<file path="config.mk">
export PLATFORM = sky130hd
export DESIGN_NAME = alu_result_tx
export DESIGN_NICKNAME = d
export VERILOG_FILES = /design/src/rtl/alu_result_tx.sv
export SDC_FILE = /design/constraint.sdc
export NUM_CORES = 1
export LEC_CHECK = 0
export ABC_AREA = 0
export BUFFER_PORTS_ARGS = -buffer_cell sky130_fd_sc_hd__clkbuf_2
export CAP_MARGIN = 20
export CORE_UTILIZATION = 50
export CTS_CLUSTER_SIZE = 40
export DETAILED_ROUTE_END_ITERATION = 10
export PLACE_DENSITY = 0.7
export REMOVE_ABC_BUFFERS = 1
export SLEW_MARGIN = 20
export SYNTH_ARGS = -nofsm -noshare
export SYNTH_HDL_FRONTEND = slang
export SYNTH_SLANG_ARGS = --single-unit
export TNS_END_PERCENT = 10
</file>
<file path="constraint.sdc">
create_clock -name clk -period 3.5 [get_ports clk]
set_input_delay 0.7 -clock clk [delete_from_list [all_inputs] [get_ports clk]]
set_output_delay 0.7 -clock clk [all_outputs]
set_load 0.005 [all_outputs]
</file>
<file path="src/rtl/alu_result_tx.sv">
// Formats an 8-bit unsigned ALU result as three ASCII decimal digits plus a
// terminator and streams them to a UART tx core via tx_start/tx_done_tick.
module alu_result_tx #(
    parameter int              DBIT = 8,
    parameter logic [DBIT-1:0] TERM = 8'h0A
) (
    input  logic            clk,
    input  logic            reset,
    input  logic [7:0]      result,
    input  logic            start,
    input  logic            tx_done_tick,
    output logic [DBIT-1:0] d_in,
    output logic            tx_start,
    output logic            busy,
    output logic            done_tick
);

    typedef enum logic [1:0] {
        IDLE = 2'd0,
        CONV = 2'd1,
        SEND = 2'd2,
        WAIT = 2'd3
    } state_t;

    state_t          r_state, w_state_nxt;
    logic [7:0]      r_rem, w_rem_nxt;
    logic [1:0]      r_h, w_h_nxt;
    logic [3:0]      r_t, w_t_nxt;
    logic [1:0]      r_idx, w_idx_nxt;
    logic [DBIT-1:0] r_d_in, w_d_in_nxt;
    logic            r_tx_start, w_tx_start_nxt;
    logic            r_busy, w_busy_nxt;
    logic            r_done_tick, w_done_tick_nxt;

    function automatic logic [DBIT-1:0] char_of(
        input logic [1:0] idx,
        input logic [1:0] h,
        input logic [3:0] t,
        input logic [7:0] rem
    );
        logic [7:0] digit;
        case (idx)
            2'd0:    digit = {6'd0, h};
            2'd1:    digit = {4'd0, t};
            default: digit = rem;
        endcase
        if (idx == 2'd3)
            char_of = TERM;
        else
            char_of = DBIT'(8'h30 + digit);
    endfunction

    always_comb begin
        w_state_nxt     = r_state;
        w_rem_nxt       = r_rem;
        w_h_nxt         = r_h;
        w_t_nxt         = r_t;
        w_idx_nxt       = r_idx;
        w_d_in_nxt      = r_d_in;
        w_tx_start_nxt  = 1'b0;
        w_busy_nxt      = r_busy;
        w_done_tick_nxt = 1'b0;

        case (r_state)
            IDLE: begin
                // The done_tick cycle is already IDLE but must not accept a new request.
                if (start && !r_done_tick) begin
                    w_rem_nxt   = result;
                    w_h_nxt     = 2'd0;
                    w_t_nxt     = 4'd0;
                    w_idx_nxt   = 2'd0;
                    w_busy_nxt  = 1'b1;
                    w_state_nxt = CONV;
                end
            end
            CONV: begin
                if (r_rem >= 8'd100) begin
                    w_rem_nxt = r_rem - 8'd100;
                    w_h_nxt   = r_h + 2'd1;
                end else if (r_rem >= 8'd10) begin
                    w_rem_nxt = r_rem - 8'd10;
                    w_t_nxt   = r_t + 4'd1;
                end else begin
                    w_d_in_nxt     = char_of(2'd0, r_h, r_t, r_rem);
                    w_tx_start_nxt = 1'b1;
                    w_state_nxt    = SEND;
                end
            end
            SEND: begin
                w_state_nxt = WAIT;
            end
            WAIT: begin
                if (tx_done_tick) begin
                    if (r_idx == 2'd3) begin
                        w_done_tick_nxt = 1'b1;
                        w_busy_nxt      = 1'b0;
                        w_state_nxt     = IDLE;
                    end else begin
                        w_idx_nxt      = r_idx + 2'd1;
                        w_d_in_nxt     = char_of(r_idx + 2'd1, r_h, r_t, r_rem);
                        w_tx_start_nxt = 1'b1;
                        w_state_nxt    = SEND;
                    end
                end
            end
            default: begin
                w_state_nxt = IDLE;
            end
        endcase
    end

    always_ff @(posedge clk) begin
        if (reset) begin
            r_state     <= IDLE;
            r_rem       <= 8'd0;
            r_h         <= 2'd0;
            r_t         <= 4'd0;
            r_idx       <= 2'd0;
            r_d_in      <= '0;
            r_tx_start  <= 1'b0;
            r_busy      <= 1'b0;
            r_done_tick <= 1'b0;
        end else begin
            r_state     <= w_state_nxt;
            r_rem       <= w_rem_nxt;
            r_h         <= w_h_nxt;
            r_t         <= w_t_nxt;
            r_idx       <= w_idx_nxt;
            r_d_in      <= w_d_in_nxt;
            r_tx_start  <= w_tx_start_nxt;
            r_busy      <= w_busy_nxt;
            r_done_tick <= w_done_tick_nxt;
        end
    end

    assign d_in      = r_d_in;
    assign tx_start  = r_tx_start;
    assign busy      = r_busy;
    assign done_tick = r_done_tick;

endmodule

</file>
==> results.json <==
{
  "status": "complete, no violations",
  "vias_per_cell": 5.877,
  "worst_path_max_delay_cell": "or4_1",
  "drc": 0,
  "clk_pin_slew_ps": 100,
  "cts-root-buf": "clkbuf_4",
  "cts-resized-gates": 0,
  "gr-total-overflow": 0,
  "syn_area_mm2": 0.001812,
  "peakVddDrop_mv": 0.4566,
  "final_cells": 292,
  "multi_input_area_mm2": 0.001129,
  "drv_cap": 0,
  "synth_area_leaders": "dfxtp_1 (32%), ha_1 (7.6%), nand2_1 (6.6%), a21oi_1 (5.8%), o21ai_0 (3.6%)",
  "finalCritPeriodShare_pct": 62.79,
  "post_cts_buffers": 0,
  "ys_seq_elements": 29,
  "die-area_mm2": 0.003868,
  "slew_viol_final": 0,
  "setup_viol": 0,
  "htreeDepth": 2,
  "ctsHoldBuffers": 0,
  "syn_inst": 231,
  "leakagePower_uw": 0.0007542,
  "antenna_found_initial": 0,
  "place.gp.congestion": 0.9171,
  "fin_tns_setup_ps": 0,
  "dieWidth_um": 62.20,
  "max_slew_margin_pct": 55.91,
  "synth_common_cells": "nand2_1 (32), dfxtp_1 (29), a21oi_1 (21)",
  "synth_cell_types": 48,
  "clk_latency_ps": 330,
  "post-synth-top-area-cell": "dfxtp_1",
  "cp.required_ps": 3760,
  "finalHoldViolCount": 0,
  "route.vias.total": 1716,
  "ys_async_sr_fraction_pct": 0,
  "area_growth_pct": 9.323,
  "end_kind": "register",
  "die_h_um": 62.20,
  "yosysTopAreaCellShare_pct": 32.04,
  "syn_avg_cell_area_um2": 7.843,
  "period_needed_ps": 2198,
  "grt_max_degree": 30,
  "cts.path.max_buffers": 2,
  "register_area_um2": 580.6,
  "drtIter0Drc": 121,
  "path_buf_inv": 1,
  "yosysMostFrequentCell": "nand2_1",
  "routed_wl_mm": 4.188,
  "crit_path_start_kind": "register",
  "worstMarginPinSlew_ps": 660.0,
  "hold_class": "reg2reg",
  "worst_ep_arrival_time_ps": 2450,
  "grt_pass1_vias": 1591,
  "cts.sink_count": 29,
  "synth_edf_count": 0,
  "crit_family": "simple AND/OR/NAND/NOR gates",
  "rows": 21,
  "dpl.cell_count": 284,
  "io_buffers": 22,
  "antenna_cells": 0,
  "antenna_left": 0,
  "fillCellCount": 336,
  "rsz0062_at_grt": "no",
  "io_pins": 23,
  "crit_chain": "inv_1, ha_1, nor3b_4, o311ai_4, nand3_4, or4_1, a21oi_1",
  "ys_warn_count": 0,
  "first_pass_iters": 4,
  "crit_fanout": 10,
  "critical_path_class": "reg2reg",
  "layout-drive-gt1-share_pct": 15.04,
  "fmax_ghz": 0.4550,
  "wl_per_cell_um": 14.34,
  "placeableCoreArea_mm2": 0.003416,
  "finalClockSkew_ps": 9.375,
  "final_nets": 268,
  "ys.flop_type": "dfxtp_1",
  "dp_hpwl_mm": 3.039,
  "ys_seq_area_share_pct": 32.04,
  "p_per_area_mw_per_mm2": 783.7,
  "initial_core_util_pct": 53.04,
  "cts_buffers": 5,
  "crit_path_max_incr_delay_ps": 490,
  "grt_usage_pct": 24.01,
  "grt_pass1_wl_mm": 7.458,
  "cts_tree": "done"
}
-- sequential cells by signal (all words and copies together) (netlist names), 2 cells and up --
name / count
d_in: 8
r_rem: 8
r_h: 2
r_t: 4
r_state: 2
r_idx: 2
-- placed cells by master, fill, tap and decap left out, types with 2 or more instances in the layout --
cell and n:
nor2_1 16, clkbuf_2 22, clkbuf_4 5, nor3b_1 3
a2111oi_0 2, a311o_1 2, dfxtp_1 29, nand3_1 10
and2_1 4, xnor2_1 3, nor3_1 10, a211oi_1 5
or3_1 3, nand2_1 32, ha_1 11, o21ai_1 2
a31oi_1 2, o211ai_1 3, inv_1 9, or4_1 2
o21ai_0 13, nand4_1 4, a21oi_1 21, a22oi_1 2
a21o_1 3, clkbuf_8 2, nand2b_1 3, nor2b_1 3
-- logic make-up (layout without fill, tap and decap cells) --
kind of cell	after synthesis	in the layout	synth area share [%]
xor gates and xnor gates	4	4	1.934
DFF	29	29	32.04
AOI/OAI and AO/OA	65	65	24.38
and+or+nand+nor	98	98	28.38
buffers and inverters	24	39	5.663
adders and majority gates	11	11	7.597
-- through the flow --
step / setup WS (ps) / instance area (µm²) / util [%] / hold slack [ps] / power, µW
after CTS: 1296 / 1981 / 57.99 / 455.2 / 1542
after global placement: 1393 / 1911 / 55.93 / 441.7 / 1315
after detailed placement: 1313 / 1911 / 55.93 / 442.9 / 1310
after floorplan: 1517 / 1743 / - / 442.2 / 1101
final: 1302 / 1981 / 57.99 / 452.9 / 1552
after global routing: 1102 / 1981 / 57.99 / 491.3 / 1682
-- tightest hold or removal path, cell delays in order, from the launching register on --
cell and delay, ps:
dfxtp_1 310, nand2_1 50, a21oi_1 50
-- cell type report --
type | instances | share of cell area (%)
clock inverters | 1 | 0.2527
repair buffers | 22 | 5.559
multi-input cells | 178 | 56.98
inverters | 9 | 1.706
well taps | 46 | 2.906
flip-flops and latches | 29 | 29.31
clock buffers | 7 | 3.285
-- worst paths after layout --
path                            endpoint      from  slack, ps  depth (start not counted)
worst max-delay path              r_t[3]  r_rem[1]       1300                          7
worst min-delay path             d_in[5]   d_in[5]        450                          2
worst max register to register    r_t[3]  r_rem[1]       1300                          7
worst min register to register   d_in[5]   d_in[5]        450                          2
-- where the power goes --
part	internal (µW)	total [µW]	switching (µW)
sequential	412	576	164
combinational	298	744	445
clock	116	232	116
-- per-layer routing --
| metal | global-route usage, % | wire length, µm |
|---|---|---|
| met1 | 32.51 | 2034 |
| met4 | 8.430 | 74 |
| met2 | 36.54 | 1794 |
| met5 | 0 | 0 |
| met3 | 6.434 | 285 |
(Power assumes the default switching activity.)
